===== config.mk =====
export PLATFORM = sky130hd
export DESIGN_NAME = udp_status_tx_flat
export DESIGN_NICKNAME = d
export VERILOG_FILES = /design/src/rtl/udp_status_tx_if.sv /design/src/rtl/udp_status_tx.sv /design/src/flat_wrapper.sv
export SDC_FILE = /design/constraint.sdc
export NUM_CORES = 1
export LEC_CHECK = 0
export CAP_MARGIN = 20
export CORE_ASPECT_RATIO = 1.75
export CORE_MARGIN = 2
export CORE_UTILIZATION = 40
export DETAILED_ROUTE_END_ITERATION = 10
export GPL_TIMING_DRIVEN = 0
export PLACE_DENSITY_LB_ADDON = 0.25
export SKIP_LAST_GASP = 1
export SYNTH_ARGS = -nofsm -noshare
export SYNTH_HDL_FRONTEND = slang
export SYNTH_SLANG_ARGS = --single-unit

===== constraint.sdc =====
create_clock -name udp_rx_clk -period 4.6 [get_ports udp_rx_clk]
set_input_delay 0.46 -clock udp_rx_clk [delete_from_list [all_inputs] [get_ports udp_rx_clk]]
set_output_delay 0.46 -clock udp_rx_clk [all_outputs]
set_load 0.02 [all_outputs]

===== src/rtl/udp_status_tx_if.sv =====
`default_nettype none
// ============================================================================
// Module      : udp_status_tx_if
// Description : Application TX handshake between the status transmitter and
//               the UDP stack.
//               master (transmitter): drives app_tx_data_request,
//                 app_tx_data_length, app_tx_data_valid, app_tx_data;
//                 samples udp_tx_ready, app_tx_ack.
//               slave (UDP stack): the reverse directions.
// Revision    : 1.0 - initial release
// ============================================================================
interface udp_status_tx_if;
  logic        udp_tx_ready;
  logic        app_tx_ack;
  logic        app_tx_data_request;
  logic [15:0] app_tx_data_length;
  logic        app_tx_data_valid;
  logic [7:0]  app_tx_data;

  modport master (
    input  udp_tx_ready,
    input  app_tx_ack,
    output app_tx_data_request,
    output app_tx_data_length,
    output app_tx_data_valid,
    output app_tx_data
  );

  modport slave (
    output udp_tx_ready,
    output app_tx_ack,
    input  app_tx_data_request,
    input  app_tx_data_length,
    input  app_tx_data_valid,
    input  app_tx_data
  );
endinterface
`default_nettype wire


===== src/rtl/udp_status_tx.sv =====
`default_nettype none
// ============================================================================
// Module      : udp_status_tx
// Description : Sends a 64-bit status snapshot as a fixed 8-byte UDP payload,
//               most-significant byte first. Frames are triggered by
//               send_req and/or an internal periodic timer; at most one
//               trigger is queued while a frame is in progress.
// Ports       : udp_rx_clk  - clock, single domain
//               reset       - asynchronous, active-low
//               status_data - payload source, captured in the ack cycle
//               send_req    - software trigger, level-sampled each cycle
//               app_tx      - UDP stack TX handshake (master side)
//               tx_busy     - high from first request cycle to last byte
//               tx_done     - one-cycle pulse after the last byte
//               tx_err      - one-cycle pulse when the ack wait times out
// Revision    : 1.0 - initial release
// ============================================================================
module udp_status_tx #(
  parameter int unsigned PERIOD_CYCLES = 125_000_000,
  parameter int unsigned ACK_TIMEOUT   = 1024
) (
  input  wire              udp_rx_clk,
  input  wire              reset,
  input  wire  [63:0]      status_data,
  input  wire              send_req,
  udp_status_tx_if.master  app_tx,
  output logic             tx_busy,
  output logic             tx_done,
  output logic             tx_err
);

  localparam logic [15:0] c_PAYLOAD_LEN = 16'd8;
  localparam logic [31:0] c_ACK_LAST    = 32'(ACK_TIMEOUT - 1);

  typedef enum logic [1:0] {
    ST_IDLE = 2'd0,
    ST_REQ  = 2'd1,
    ST_SEND = 2'd2
  } state_t;

  state_t      r_state;
  logic        r_pending;
  logic [31:0] r_ack_tmr;
  logic [55:0] r_shift;     // bytes still to send; the current one sits in app_tx_data
  logic [2:0]  r_byte_cnt;
  logic        w_tick;
  logic        w_start;

  // Periodic trigger: free-running in every state, only reset clears it.
  generate
    if (PERIOD_CYCLES > 0) begin : g_periodic
      localparam logic [31:0] c_PERIOD_LAST = 32'(PERIOD_CYCLES - 1);
      logic [31:0] r_period_tmr;

      always_ff @(posedge udp_rx_clk or negedge reset) begin
        if (!reset) begin
          r_period_tmr <= '0;
        end else if (r_period_tmr == c_PERIOD_LAST) begin
          r_period_tmr <= '0;
        end else begin
          r_period_tmr <= r_period_tmr + 32'd1;
        end
      end

      assign w_tick = (r_period_tmr == c_PERIOD_LAST);
    end else begin : g_no_periodic
      assign w_tick = 1'b0;
    end
  endgenerate

  assign w_start = (r_state == ST_IDLE) && r_pending && app_tx.udp_tx_ready;

  // A trigger coinciding with the clear wins, so that request is not lost.
  always_ff @(posedge udp_rx_clk or negedge reset) begin
    if (!reset) begin
      r_pending <= 1'b0;
    end else begin
      r_pending <= (r_pending && !w_start) || send_req || w_tick;
    end
  end

  always_ff @(posedge udp_rx_clk or negedge reset) begin
    if (!reset) begin
      r_state                    <= ST_IDLE;
      r_ack_tmr                  <= '0;
      r_shift                    <= '0;
      r_byte_cnt                 <= '0;
      app_tx.app_tx_data_request <= 1'b0;
      app_tx.app_tx_data_length  <= '0;
      app_tx.app_tx_data_valid   <= 1'b0;
      app_tx.app_tx_data         <= '0;
      tx_busy                    <= 1'b0;
      tx_done                    <= 1'b0;
      tx_err                     <= 1'b0;
    end else begin
      tx_done <= 1'b0;
      tx_err  <= 1'b0;
      case (r_state)
        ST_IDLE: begin
          if (w_start) begin
            r_state                    <= ST_REQ;
            r_ack_tmr                  <= '0;
            app_tx.app_tx_data_request <= 1'b1;
            app_tx.app_tx_data_length  <= c_PAYLOAD_LEN;
            tx_busy                    <= 1'b1;
          end
        end
        ST_REQ: begin
          if (app_tx.app_tx_ack) begin
            // First byte goes straight to the output register so it appears
            // the cycle after ack.
            r_state                    <= ST_SEND;
            app_tx.app_tx_data_request <= 1'b0;
            app_tx.app_tx_data_valid   <= 1'b1;
            app_tx.app_tx_data         <= status_data[63:56];
            r_shift                    <= status_data[55:0];
            r_byte_cnt                 <= '0;
          end else if (r_ack_tmr == c_ACK_LAST) begin
            r_state                    <= ST_IDLE;
            app_tx.app_tx_data_request <= 1'b0;
            app_tx.app_tx_data_length  <= '0;
            tx_busy                    <= 1'b0;
            tx_err                     <= 1'b1;
          end else begin
            r_ack_tmr <= r_ack_tmr + 32'd1;
          end
        end
        ST_SEND: begin
          if (r_byte_cnt == 3'd7) begin
            r_state                   <= ST_IDLE;
            app_tx.app_tx_data_valid  <= 1'b0;
            app_tx.app_tx_data        <= '0;
            app_tx.app_tx_data_length <= '0;
            tx_busy                   <= 1'b0;
            tx_done                   <= 1'b1;
          end else begin
            app_tx.app_tx_data <= r_shift[55:48];
            r_shift            <= {r_shift[47:0], 8'h00};
            r_byte_cnt         <= r_byte_cnt + 3'd1;
          end
        end
        default: begin
          r_state <= ST_IDLE;
        end
      endcase
    end
  end

endmodule
`default_nettype wire

===== src/flat_wrapper.sv =====
// flat-port wrapper written by rule: the top's interface ports become plain ports
module udp_status_tx_flat 
#(
  parameter int unsigned PERIOD_CYCLES = 125_000_000,
  parameter int unsigned ACK_TIMEOUT   = 1024
)
  (udp_rx_clk, reset, status_data, send_req, tx_busy, tx_done, tx_err, app_tx_udp_tx_ready, app_tx_app_tx_ack, app_tx_app_tx_data_request, app_tx_app_tx_data_length, app_tx_app_tx_data_valid, app_tx_app_tx_data);
  udp_status_tx_if app_tx_i ();
  input  wire udp_rx_clk;
  input  wire reset;
  input  wire  [63:0] status_data;
  input  wire send_req;
  output logic tx_busy;
  output logic tx_done;
  output logic tx_err;
  input wire logic [$bits(app_tx_i.udp_tx_ready)-1:0] app_tx_udp_tx_ready;
  input wire logic [$bits(app_tx_i.app_tx_ack)-1:0] app_tx_app_tx_ack;
  output wire logic [$bits(app_tx_i.app_tx_data_request)-1:0] app_tx_app_tx_data_request;
  output wire logic [$bits(app_tx_i.app_tx_data_length)-1:0] app_tx_app_tx_data_length;
  output wire logic [$bits(app_tx_i.app_tx_data_valid)-1:0] app_tx_app_tx_data_valid;
  output wire logic [$bits(app_tx_i.app_tx_data)-1:0] app_tx_app_tx_data;
  assign app_tx_i.udp_tx_ready = app_tx_udp_tx_ready;
  assign app_tx_i.app_tx_ack = app_tx_app_tx_ack;
  assign app_tx_app_tx_data_request = app_tx_i.app_tx_data_request;
  assign app_tx_app_tx_data_length = app_tx_i.app_tx_data_length;
  assign app_tx_app_tx_data_valid = app_tx_i.app_tx_data_valid;
  assign app_tx_app_tx_data = app_tx_i.app_tx_data;
  udp_status_tx #(.PERIOD_CYCLES(PERIOD_CYCLES), .ACK_TIMEOUT(ACK_TIMEOUT)) u_core (.udp_rx_clk(udp_rx_clk), .reset(reset), .status_data(status_data), .send_req(send_req), .app_tx(app_tx_i), .tx_busy(tx_busy), .tx_done(tx_done), .tx_err(tx_err));
endmodule

**Word level (Yosys, flattened, before mapping)**

Cells that the tools add are included.

- Register bits: 155
- Bits in latches: 0
- RAM bits: 0
- ROM bits: 0
- Input port bits: 69
- Output and inout port bits: 29
- Word-level logic and storage cells: 84
- Memories kept: 0

- $add $sub $neg: 3
- Multipliers: 0
- Divide/modulo/power cells: 0
- Order comparisons: 0
- Eq/ne operators: 13
- Shifts and indexed selects: 0
- Muxes and demuxes: 38
- Bitwise gates (word level): 0
- Reductions and logical operators: 17

Operators by type and width:

| cell | count |
|---|---|
| two-way mux 32 bit | 4 |
| two-way mux 56 bit | 2 |
| one-hot mux 56 bit (2 select lines) | 1 |
| adder 32 x 1 -> 32 bit, second input constant | 2 |
| two-way mux 16 bit | 4 |
| one-hot mux 32 bit (2 select lines) | 1 |
| one-hot mux 16 bit (3 select lines) | 1 |
| equality test 32 x 10 -> 1 bit, second input constant | 1 |
| equality test 32 x 27 -> 1 bit, second input constant | 1 |
| two-way mux 8 bit | 2 |
| one-hot mux 8 bit (2 select lines) | 1 |
| AND reduction 3 bit | 4 |
| two-way mux 1 bit | 11 |
| two-way mux 2 bit | 4 |
| inequality test 2 bit, second input constant | 4 |
| two-way mux 3 bit | 2 |
| inequality test 2 x 1 -> 1 bit, second input constant | 3 |
| one-hot mux 2 bit (3 select lines) | 1 |
| one-hot mux 3 bit (2 select lines) | 1 |
| AND reduction 5 bit | 1 |
| one-hot mux 1 bit (2 select lines) | 2 |
| AND reduction 4 bit | 1 |
| nonzero test 2 bit | 2 |
| adder 3 x 1 -> 3 bit, second input constant | 1 |
| other kinds (11) | 14 |

**Depth between registers and ports, before layout**

Gate-level depths: netlist (run 1).

- Depth after elaboration: 7
- Mapped depth: 11
- Depth with buffers taken out: 7

**Worst setup path before layout (run 1)**

OpenSTA, ideal clock, no wires.

- Path kind: register to register
- From: reg u_core.r_state[1]
- To: reg u_core.r_ack_tmr[10]
- Arrival time: 2.025 ns
- Data required time: 4.474 ns
- Path slack: 2.449 ns
- Stages on the path, launching flop included: 9
- Path buffers: 2
- Path through: dfrtp_1 inv_1 ha_1 a21boi_0 a211o_1 clkbuf_1 clkbuf_1 nor3_1 a221o_1

- Longest elaborated chain between the ends: 5
- Elaborated cells between the ends (all ways): 10
- Those cells by class: eq/ne (4); mux (1); reduce/logical (5)

Ends and longest elaborated chain:

| element | line | RTL |
|---|---|---|
| start: declaration | udp_status_tx.sv:41 | `state_t r_state;` |
| start signal: assignment | udp_status_tx.sv:84 | `r_state <= ST_IDLE;` |
| start signal: assignment | udp_status_tx.sv:101 | `r_state <= ST_REQ;` |
| start signal: assignment | udp_status_tx.sv:112 | `r_state <= ST_SEND;` |
| zero test 2 bit | udp_status_tx.sv:71, udp_status_tx.sv:98 |  |
| logical AND 1 bit (2 in series) | udp_status_tx.sv:71 | `assign w_start = (r_state == ST_IDLE) && r_pending && app_tx.udp_tx_ready;` |
| inequality test 2 x 1 -> 1 bit (no source line) | n/a |  |
| AND reduction 4 bit (no source line) | n/a |  |
| end signal: assignment | udp_status_tx.sv:125 | `r_ack_tmr <= r_ack_tmr + 32'd1;` |
| end: declaration | udp_status_tx.sv:43 | `logic [31:0] r_ack_tmr;` |

Several ways; a longest one is shown, not always the timed one.
A chain may end at the register's enable or synchronous reset.

**Worst setup path in the final report (run 1)**

- From: reg u_core.r_state[0]
- To: reg u_core.r_shift[45]

- Longest elaborated chain between the ends: 3
- Elaborated cells between the ends (all ways): 7
- Those cells by class: eq/ne (4); mux (1); reduce/logical (2)

Ends and longest elaborated chain:

| element | line | RTL |
|---|---|---|
| equality test 2 bit / equality test 2 x 1 -> 1 bit (equally long branches) | udp_status_tx.sv:98 | `case (r_state)` |
| inequality test 2 bit (no source line) / nonzero test 2 bit (equally long branches) | n/a |  |
| AND reduction 3 bit (no source line) | n/a |  |
| end signal: assignment | udp_status_tx.sv:116 | `r_shift <= status_data[55:0];` |
| end signal: assignment | udp_status_tx.sv:138 | `r_shift <= {r_shift[47:0], 8'h00};` |
| end: declaration | udp_status_tx.sv:44 | `logic [55:0] r_shift;` |

Several ways; a longest one is shown, not always the timed one.

==> metrics.csv, run 1 <==
stage,metric,value,unit
outcome,outcome,finished clean,
clock_network,CTS tree,yes,
pwr,Clk pwr share,27.1,%
routing,DRT antenna net count,0,
clock_network,post_cts resized,0,
synthesis,yosys warns,0,
sta,setup violators final,0,
clock_network,# clock sinks,139,
place,post-DP HPWL,13.9,mm
pwr,Sw Share,37.7,%
clock_network,clock slew at reported path FFs,0.06,ns
cells_and_area,ANT cells,0,
sta,"Hold Violations, Final",0,
critical_path,Worst EP arrival,3.14,ns
pwr,LEAKAGE,3.84,nW
pwr,sequential share of power,36.6,%
sta,Worst-Margin Slew,0.968,ns
floorplan,I/O pins,98,
critical_path,worst-path fanout max,10,
place,GPL Wtd Cong,0.876,
routing,1st-pass router iterations,5,
pwr,Peak VDD IR,0.000335,V
sta,count of final max-slew check failures,0,
clock_network,clk buf depth,2,
pwr,reported net switching power,1.88,mW
global_routing,first-pass GRT wire length,30.3,mm
synthesis,post-synthesis sequential area ratio,48.6,%
critical_path,crit-path max cell delay,0.69,ns
pwr,PD cells,560,nW/µm²
place,Port Buffers,81,
critical_path,critical path's most frequent cell,buf_2,
synthesis,#FFs+latches synth,139,
synthesis,ys async rst share,100,%
critical_path,endpoint kind of the worst setup timing path,register,
clock_network,hold_buf cts,1,
sta,Slew headroom,34.9,%
sta,Final Skew,0.00750,ns
routing,vias,5860,
floorplan,Placeable Area,17500,µm²
sta,fmax,355,MHz
sta,part of the cycle the worst path needs,61.2,%
synthesis,Post-Syn Area,7160,µm²
floorplan,Die Y,181,µm
pwr,Pint,3.12,mW
clock_network,root buf cell,clkbuf_16,
global_routing,largest net degree at the start of global routing,91,
routing,per-cell routed wire length,17.1,µm
place,Placement Cell Area,8340,µm²
critical_path,Worst setup SP type,register,
run,Max-cap violations,0,
synthesis,Synth area leaders,"dfrtp_1 (49%), mux2i_1 (8.1%), nand2_1 (5.3%)",
synthesis,Post-Synthesis Cells,729,
sta,setup TNS,0,ns
clock_network,clk_lat worst skew,0.42,ns
synthesis,"Distinct cells, synth",70,
synthesis,Synth area leader,dfrtp_1,
sta,RSZ-0062 raised after global routing,false,
synthesis,"EDFF count, synth",0,
cells_and_area,layout cell share with drive strength beyond 1,9.00,%
floorplan,Die W,105,µm
synthesis,most common cell in the synthesized netlist,dfrtp_1,
synthesis,ys flop type,dfrtp_1,
global_routing,vias in the first global route,5810,
pwr,Comb pwr share,36.3,%
clock_network,clock buffer count from CTS,17,
routing,vias per inst,5.39,
critical_path,crit path cell chain,inv_1 -> ha_1 -> clkbuf_1 -> a21boi_1 -> or2_2 -> buf_2 -> buf_2 -> buf_2 -> nand2_1 -> o21ai_0,
cells_and_area,Final nets,923,
global_routing,antenna violations before repair,0,
synthesis,syn_area_per_cell,9.82,µm²
global_routing,gr ovfl total,0,
routing,DRT iter0 DRCs,322,
synthesis,area share of the leading cell type in the synthesized netlist,48.6,%
cells_and_area,final instance area,8920,µm²
routing,DRC Markers,0,
floorplan,DIE AREA,19000,µm²
clock_network,htree depth,4,
critical_path,CP Class,register to register,
critical_path,slowest CP cell,a21boi_1,
critical_path,data required time of the worst path,4.93,ns
clock_network,setup bufs post-CTS,0,
critical_path,R2R setup slack,1.79,ns
synthesis,synth cell count leaders,"dfrtp_1 (139), nand2_1 (101), o21ai_0 (60)",
cells_and_area,P&R area growth vs syn,24.6,%
routing,final wirelength,18.6,mm
sta,Tmin final,2.81,ns
floorplan,Initial Util,40.8,%
min_path,Hold Crit Class,input pin to register,
global_routing,gr usage total,20.4,%
floorplan,standard-cell rows,64,
-- flip-flops by register name (all words and copies together) (netlist names) --
name                               flops
u_core.app_tx.app_tx_data              8
u_core.app_tx.app_tx_data_length       1
u_core.app_tx.app_tx_data_request      1
u_core.app_tx.app_tx_data_valid        1
u_core.g_periodic.r_period_tmr        32
u_core.r_ack_tmr                      32
u_core.r_byte_cnt                      3
u_core.r_pending                       1
u_core.r_shift                        56
u_core.r_state                         2
u_core.tx_done                         1
u_core.tx_err                          1
-- power by group through the flow --
stage	Sequential, mW	Combinational (mW)	Clock, mW
2_1_floorplan	1.80	1.20	0
3_3_place_gp	1.85	1.79	0
3_5_place_dp	1.85	1.82	0
4_1_cts	1.83	1.83	1.38
5_1_grt	1.87	2.00	1.43
6_report	1.83	1.81	1.36
-- layout make-up --
| class | count | area (µm²) |
|---|---|---|
| timing repair buffer | 83 | 850 |
| multi-input combinational | 528 | 3360 |
| buffer | 57 | 304 |
| inverter | 19 | 71.3 |
| tap | 231 | 289 |
| fill | 1619 | 8610 |
| sequential | 139 | 3480 |
| clock buffer | 21 | 450 |
| clock inverter | 9 | 123 |
-- logic make-up (layout without fill, tap and decap cells) --
logic type / count (synthesis) / count (layout) / synth area share, %
AND/OR/NAND/NOR: 270 / 270 / 18.9
buffers and inverters: 76 / 189 / 5.24
AO/OA/AOI/OAI: 144 / 144 / 13.5
XOR/XNOR: 30 / 30 / 3.67
multiplexers: 60 / 60 / 8.47
adder cells (fa/ha/maj): 9 / 9 / 1.57
flip-flops: 139 / 139 / 48.6
other: 1 / 15 / 0.0524
-- critical path: cells and delay by family (launching register included) --
family | cells | cell delay (ns)
compound gates | 2 | 0.76
buf+inv | 5 | 1.05
flops | 1 | 0.40
fa+ha+maj | 1 | 0.20
simple gates | 2 | 0.31
-- cell usage in the layout (no fill, tap or decap), types with 4 or more instances in the layout --
| cell type | Yosys | layout |
|---|---|---|
| a21oi_1 | 13 | 13 |
| a221o_1 | 10 | 10 |
| a221oi_1 | 7 | 7 |
| a22o_1 | 12 | 12 |
| a31oi_1 | 5 | 5 |
| and3_1 | 14 | 14 |
| buf_2 | 9 | 9 |
| buf_4 | 16 | 16 |
| clkbuf_1 | 28 | 31 |
| clkbuf_16 | 0 | 17 |
| clkdlybuf4s50_1 | 0 | 80 |
| clkinv_2 | 0 | 5 |
| conb_1 | 1 | 15 |
| dfrtp_1 | 139 | 139 |
| ha_1 | 9 | 9 |
| inv_1 | 18 | 18 |
| mux2i_1 | 58 | 58 |
| nand2_1 | 101 | 101 |
| nand3_1 | 23 | 23 |
| nand4_1 | 17 | 17 |
| nor2_1 | 41 | 41 |
| nor3_1 | 25 | 25 |
| nor4_1 | 17 | 17 |
| nor4_2 | 4 | 4 |
| o211ai_1 | 5 | 5 |
| o21ai_0 | 60 | 60 |
| or3_1 | 4 | 4 |
| xnor2_1 | 14 | 14 |
| xor2_1 | 16 | 16 |
-- per-layer routing --
layer | vias up | global-route usage (%) | wire [µm]
li1 | 2840 | - | -
met1 | 2816 | 21.3 | 6840
met5 | - | 0 | 0
met4 | 0 | 10.5 | 716
met2 | 159 | 37.6 | 10200
met3 | 45 | 4.55 | 856
-- path summary, 6_finish.rpt --
| path | cells after the start | end | from |
|---|---|---|---|
| max | 10 | u_core.r_shift[45]$_DFFE_PN0P_ | u_core.r_state[0]$_DFFE_PN0P_ |
| min | 3 | u_core.tx_err$_DFF_PN0_ | app_tx_app_tx_ack |
| max reg2reg | 10 | u_core.r_shift[45]$_DFFE_PN0P_ | u_core.r_state[0]$_DFFE_PN0P_ |
| min reg2reg | 2 | u_core.r_shift[29]$_DFFE_PN0P_ | u_core.r_shift[29]$_DFFE_PN0P_ |
| max in group asynchronous | 3 | u_core.r_ack_tmr[26]$_DFFE_PN0P_ | reset |
| min in group asynchronous | 2 | u_core.r_shift[1]$_DFFE_PN0P_ | reset |
-- metrics by stage --
| step | hold slack (ns) | setup WS (ns) | utilization [%] | power (mW) | std cells |
|---|---|---|---|---|---|
| 2_1_floorplan | 0.164 | 2.45 | - | 3.00 | 743 |
| 3_3_place_gp | 0.462 | -2.77 | 47.4 | 3.64 | 1055 |
| 4_1_cts | 0.376 | 1.76 | 50.9 | 5.04 | 1087 |
| 3_5_place_dp | 0.436 | 1.75 | 47.6 | 3.67 | 1056 |
| 5_1_grt | 0.390 | 1.54 | 50.9 | 5.30 | 1087 |
| 6_report | 0.392 | 1.79 | 50.9 | 5.00 | 1087 |
(Power assumes the default switching activity.)
==> run 2, diff against run 1 <==
==> constraint.sdc (replaced) <==
create_clock -name udp_rx_clk -period 2.7 [get_ports udp_rx_clk]
set_input_delay 0.27 -clock udp_rx_clk [delete_from_list [all_inputs] [get_ports udp_rx_clk]]
set_output_delay 0.27 -clock udp_rx_clk [all_outputs]
set_load 0.02 [all_outputs]
==> metrics.csv, run 2 (synthesis results as in run 1) <==
stage,metric,value,unit
outcome,outcome,finished clean,
clock_network,clk buf depth,2,
routing,final wirelength,18.7,mm
floorplan,Placeable Area,17500,µm²
cells_and_area,fin cells,1087,
cells_and_area,"commonest non-fill, non-tap cell in the layout",dfrtp_1,
sta,part of the cycle the worst path needs,98.0,%
clock_network,clock slew at reported path FFs,0.06,ns
critical_path,Worst EP arrival,2.95,ns
cells_and_area,ANT cells,0,
critical_path,CP Class,register to register,
sta,setup violators final,0,
cells_and_area,fillcell total,1617,
cells_and_area,flip-flop and latch area,3480,µm²
routing,per-cell routed wire length,17.2,µm
global_routing,vias in the first global route,5814,
cells_and_area,max FFs per register,56,
sta,Worst-Margin Slew,0.751,ns
critical_path,Worst setup SP type,register,
run,Max-cap violations,0,
pwr,Peak VDD IR,0.000561,V
clock_network,clk_lat worst skew,0.42,ns
pwr,PD cells,954,nW/µm²
global_routing,gr usage total,20.4,%
cells_and_area,Final nets,923,
critical_path,endpoint kind of the worst setup timing path,register,
critical_path,cell count of the worst reg-to-reg path,8,
critical_path,R2R setup slack,0.05,ns
clock_network,# clock sinks,139,
floorplan,Initial Util,40.8,%
place,Port Buffers,81,
clock_network,root buf cell,clkbuf_16,
clock_network,setup bufs post-CTS,0,
cells_and_area,multi-input logic area,3380,µm²
global_routing,gr ovfl total,0,
cells_and_area,top flop regs,"u_core.r_shift: 56 flops, u_core.g_periodic.r_period_tmr: 32 flops, u_core.r_ack_tmr: 32 flops",
pwr,LEAKAGE,3.87,nW
cells_and_area,final instance area,8960,µm²
min_path,Worst Hold End,u_core.tx_err$_DFF_PN0_,
floorplan,DIE AREA,19000,µm²
place,placed cells,1056,
routing,vias per inst,5.41,
place,Placement Cell Area,8340,µm²
global_routing,first-pass GRT wire length,30.4,mm
routing,DRT antenna net count,0,
min_path,cell count of the worst hold path,3,
min_path,Hold Crit Class,input pin to register,
cells_and_area,most frequent cells in the layout,"dfrtp_1 (139), nand2_1 (101), clkdlybuf4s50_1 (80), o21ai_0 (60), mux2i_1 (58)",
clock_network,htree depth,4,
sta,RSZ-0062 raised after global routing,true,
sta,Tmin final,2.65,ns
sta,Slew headroom,50.0,%
floorplan,standard-cell rows,64,
critical_path,worst-path fanout max,10,
critical_path,reg-to-reg endpoint,u_core.r_state[0]$_DFFE_PN0P_,
critical_path,data required time of the worst path,3.00,ns
place,post-DP HPWL,13.9,mm
floorplan,I/O pins,98,
cells_and_area,P&R area growth vs syn,25.1,%
cells_and_area,largest register by flop count,u_core.r_shift,
routing,DRT iter0 DRCs,339,
floorplan,Die W,105,µm
sta,count of final max-slew check failures,0,
sta,Final Skew,0.00772,ns
min_path,hold path start,app_tx_app_tx_ack,
clock_network,clock buffer count from CTS,17,
sta,fmax,378,MHz
global_routing,antenna violations before repair,0,
global_routing,largest net degree at the start of global routing,91,
floorplan,Die Y,181,µm
routing,1st-pass router iterations,5,
routing,DRC Markers,0,
place,GPL Wtd Cong,0.876,
cells_and_area,layout cell share with drive strength beyond 1,9.81,%
routing,vias,5879,
clock_network,CTS tree,yes,
sta,"Hold Violations, Final",0,
sta,hold slack,0.202,ns
critical_path,Reg-to-Reg Start,u_core.r_state[0]$_DFFE_PN0P_,
[run 2: changes by cell type in the layout (fill, tap and decap cells not counted)]
| cell | previous run | this run |
|---|---|---|
| a21boi_4 | 0 | 1 |
| nor2_4 | 0 | 1 |
| nor2_2 | 1 | 0 |
| buf_1 | 1 | 0 |
| nor4_2 | 4 | 3 |
| nor4_4 | 0 | 1 |
| clkbuf_2 | 1 | 6 |
| clkbuf_1 | 31 | 26 |
| a21boi_0 | 1 | 0 |
| buf_2 | 9 | 10 |
[run 2: layout make-up]
type                            count  area share [%]
Buffer                             57            3.48
Tap cell                          231            3.23
Clock inverter                      9            1.37
Inverter                           19           0.796
Sequential cell                   139            38.8
Clock buffer                       21            5.03
Timing Repair Buffer               83            9.48
Multi-Input combinational cell    528            37.8
[run 2: per-layer routing]
| layer | wire, µm | vias to the layer above | GRT usage (%) |
|---|---|---|---|
| met3 | 879 | 45 | 4.65 |
| met1 | 6860 | 2825 | 21.3 |
| li1 | - | 2842 | - |
| met5 | 0 | - | 0 |
| met4 | 714 | 0 | 10.6 |
| met2 | 10200 | 167 | 37.5 |
[run 2: report_power, final]
part | internal, mW | switching [mW] | total, mW
Combinational | 1.20 | 1.92 | 3.12
Clock | 1.46 | 0.847 | 2.30
Sequential | 2.67 | 0.447 | 3.12
Total | 5.34 | 3.21 | 8.55
[run 2: worst max-delay path, cell delays in order (launching register included)]
cell,delay (ns)
dfrtp_1,0.41
inv_1,0.12
ha_1,0.15
clkbuf_1,0.42
clkinv_1,0.48
nor2_4,0.41
nor2_1,0.13
o21ai_2,0.09
mux2_4,0.31
[run 2: worst max-delay path by stage]
| stage | to | from | slack (ns) |
|---|---|---|---|
| 4_1_cts | u_core.r_ack_tmr[24]$_DFFE_PN0P_ | u_core.r_state[1]$_DFFE_PN0P_ | 0.04 |
| 2_1_floorplan | u_core.r_ack_tmr[10]$_DFFE_PN0P_ | u_core.r_state[1]$_DFFE_PN0P_ | 0.55 |
| 3_3_place_gp | u_core.r_ack_tmr[18]$_DFFE_PN0P_ | reset | -4.48 |
| 6_report | u_core.r_state[0]$_DFFE_PN0P_ | u_core.r_state[0]$_DFFE_PN0P_ | 0.05 |
| 3_5_place_dp | u_core.r_shift[49]$_DFFE_PN0P_ | u_core.r_state[0]$_DFFE_PN0P_ | -0.10 |
| 5_1_grt | u_core.r_state[0]$_DFFE_PN0P_ | u_core.r_state[0]$_DFFE_PN0P_ | -0.09 |
[run 2: what timing repair did]
action                                 CTS  global route
hold buffers                             1             0
gates cloned                             0             0
setup endpoints to repair               58            53
endpoints found under the hold margin   49             0
gates resized for setup                  5            10
[run 2: metrics by stage]
stage                     power (mW)  setup WS [ns]  utilization, %  TNS [ns]
final                           8.55         0.0540            51.1         0
after global routing            9.07        -0.0896            51.1    -0.533
after floorplan                 5.11          0.549               -         0
after detailed placement        6.26         -0.104            47.6     -3.01
after global placement          6.20          -4.48            47.4   -624.17
after CTS                       8.60         0.0401            51.0         0
==> run 3, diff against run 2 <==
--- a/config.mk
+++ b/config.mk
@@ -5,14 +5,16 @@
 export SDC_FILE = /design/constraint.sdc
 export NUM_CORES = 1
 export LEC_CHECK = 0
-export CAP_MARGIN = 20
+export CAP_MARGIN = 10
 export CORE_ASPECT_RATIO = 1.75
 export CORE_MARGIN = 2
 export CORE_UTILIZATION = 40
 export DETAILED_ROUTE_END_ITERATION = 10
 export GPL_TIMING_DRIVEN = 0
 export PLACE_DENSITY_LB_ADDON = 0.25
+export RECOVER_POWER = 50
 export SKIP_LAST_GASP = 1
 export SYNTH_ARGS = -nofsm -noshare
 export SYNTH_HDL_FRONTEND = slang
 export SYNTH_SLANG_ARGS = --single-unit
+export TNS_END_PERCENT = 100
==> metrics.csv, run 3 (synthesis results as in run 1) <==
stage,metric,value,unit
cells_and_area,P&R area growth vs syn,24.8,%
place,placed cells,1056,
floorplan,Die Y,181,µm
place,DP Worst Slack,-0.104,ns
floorplan,standard-cell rows,64,
cells_and_area,most frequent cells in the layout,"dfrtp_1 (139), nand2_1 (101), clkdlybuf4s50_1 (80), o21ai_0 (60), mux2i_1 (58)",
critical_path,endpoint kind of the worst setup timing path,register,
routing,vias,5885,
cells_and_area,Final nets,923,
run,Max-cap violations,0,
cells_and_area,final core occ,50.9,%
sta,part of the cycle the worst path needs,98.5,%
clock_network,root buf cell,clkbuf_16,
place,Port Buffers,81,
place,post-DP HPWL,13.9,mm
clock_network,CTS tree,yes,
pwr,LEAKAGE,3.86,nW
global_routing,gr usage total,20.4,%
critical_path,CP Class,register to register,
global_routing,gr ovfl total,0,
clock_network,htree depth,4,
global_routing,largest net degree at the start of global routing,91,
sta,"Hold Violations, Final",0,
global_routing,antenna violations before repair,0,
routing,final wirelength,18.6,mm
cells_and_area,largest register by flop count,u_core.r_shift,
cells_and_area,top flop regs,"u_core.r_shift: 56 flops, u_core.g_periodic.r_period_tmr: 32 flops, u_core.r_ack_tmr: 32 flops",
sta,RSZ-0062 raised after global routing,true,
sta,Tmin final,2.66,ns
critical_path,Crit path max-delay family,buffers and inverters,
critical_path,data required time of the worst path,3.00,ns
routing,DRT antenna net count,0,
critical_path,"Buf+Inv Stages, Crit Path",3,
critical_path,Worst EP arrival,2.96,ns
clock_network,clock slew at reported path FFs,0.06,ns
clock_network,# clock sinks,139,
critical_path,slowest CP cell,clkinv_1,
floorplan,I/O pins,98,
outcome,outcome,finished clean,
floorplan,Placeable Area,17500,µm²
clock_network,clock buffer count from CTS,17,
cells_and_area,"commonest non-fill, non-tap cell in the layout",dfrtp_1,
routing,per-cell routed wire length,17.1,µm
critical_path,crit path cell chain,inv_1 -> ha_1 -> clkbuf_1 -> clkinv_1 -> nor2_4 -> nor2_1 -> o21ai_2 -> mux2_4,
floorplan,Initial Util,40.8,%
critical_path,Worst setup SP type,register,
cells_and_area,fillcell total,1620,
floorplan,Die W,105,µm
cells_and_area,flip-flop and latch area,3480,µm²
pwr,Peak VDD IR,0.000560,V
sta,setup violators final,0,
routing,1st-pass router iterations,5,
pwr,Tot Pwr,8.55,mW
critical_path,crit-path max cell delay,0.48,ns
global_routing,first-pass GRT wire length,30.4,mm
pwr,PD cells,956,nW/µm²
min_path,Hold Crit Class,input pin to register,
cells_and_area,ANT cells,0,
routing,DRC Markers,0,
sta,Worst-Margin Slew,1.28,ns
place,GPL Wtd Cong,0.876,
cells_and_area,multi-input logic area,3380,µm²
routing,DRT iter0 DRCs,318,
sta,setup TNS,0,ns
sta,fmax,376,MHz
global_routing,vias in the first global route,5814,
sta,Slew headroom,14.4,%
critical_path,worst-path fanout max,10,
clock_network,clk buf depth,2,
cells_and_area,fin cells,1087,
sta,Final Skew,0.00769,ns
clock_network,clk_lat worst skew,0.42,ns
cells_and_area,max FFs per register,56,
sta,final worst setup slack,0.0393,ns
floorplan,DIE AREA,19000,µm²
sta,count of final max-slew check failures,0,
cells_and_area,layout cell share with drive strength beyond 1,9.81,%
routing,vias per inst,5.41,
run 3: cell count changes in the layout (fill, tap and decap cells not counted), sizes merged:
cell and change:
buf -1, clkbuf +1
run 3: cell type report:
type / instances / area share [%]
repair buffers: 83 / 9.26
clock buffers: 21 / 5.04
well taps: 231 / 3.23
multi-input cells: 528 / 37.9
flip-flops and latches: 139 / 38.9
plain buffers: 57 / 3.49
clock inverters: 9 / 1.37
inverters: 19 / 0.798
run 3: path summary, 6_finish.rpt:
check,start,endpoint,slack (ns),cells past startpoint
worst min-delay path,app_tx_app_tx_ack,u_core.tx_err$_DFF_PN0_,0.20,3
worst min register to register,u_core.r_shift[29]$_DFFE_PN0P_,u_core.r_shift[29]$_DFFE_PN0P_,0.48,2
min in group asynchronous,reset,u_core.r_shift[1]$_DFFE_PN0P_,0.66,2
worst max-delay path,u_core.r_state[0]$_DFFE_PN0P_,u_core.r_state[0]$_DFFE_PN0P_,0.04,8
worst max register to register,u_core.r_state[0]$_DFFE_PN0P_,u_core.r_state[0]$_DFFE_PN0P_,0.04,8
max in group asynchronous,reset,u_core.app_tx.app_tx_data[3]$_DFFE_PN0P_,0.59,3
run 3: metal layers:
metal  vias to the layer above  GRT usage (%)  share of wire [%]
li1                       2844              -                  -
met1                      2828           21.3                 36
met2                       167           37.5                 55
met3                        46           4.65                5.0
met4                         0           10.6                3.9
met5                         -              0                  0
run 3: tightest hold or removal path: cells and delay by family:
| kind | cells | cell delay, ns |
|---|---|---|
| simple gates | 2 | 0.18 |
| buf+inv | 1 | 0.13 |
run 3: power by group:
part	switching, mW	leakage [nW]	internal, mW
Combinational	1.91	1.77	1.20
Sequential	0.447	1.80	2.67
Clock	0.852	0.282	1.46
run 3: through the flow:
step / hold slack, ns / cell area [µm²]
after CTS: 0.186 / 8940
final: 0.198 / 8930
after global placement: 0.462 / 8310
after detailed placement: 0.246 / 8340
after floorplan: -0.0256 / 7210
after global routing: 0.200 / 8930
run 3: timing repair:
action	in CTS	in global routing
endpoints found under the setup margin	58	53
resized for setup	5	10
buffers inserted	0	0
hold endpoints to repair	49	0
hold buffers	1	0
pin swaps	0	0
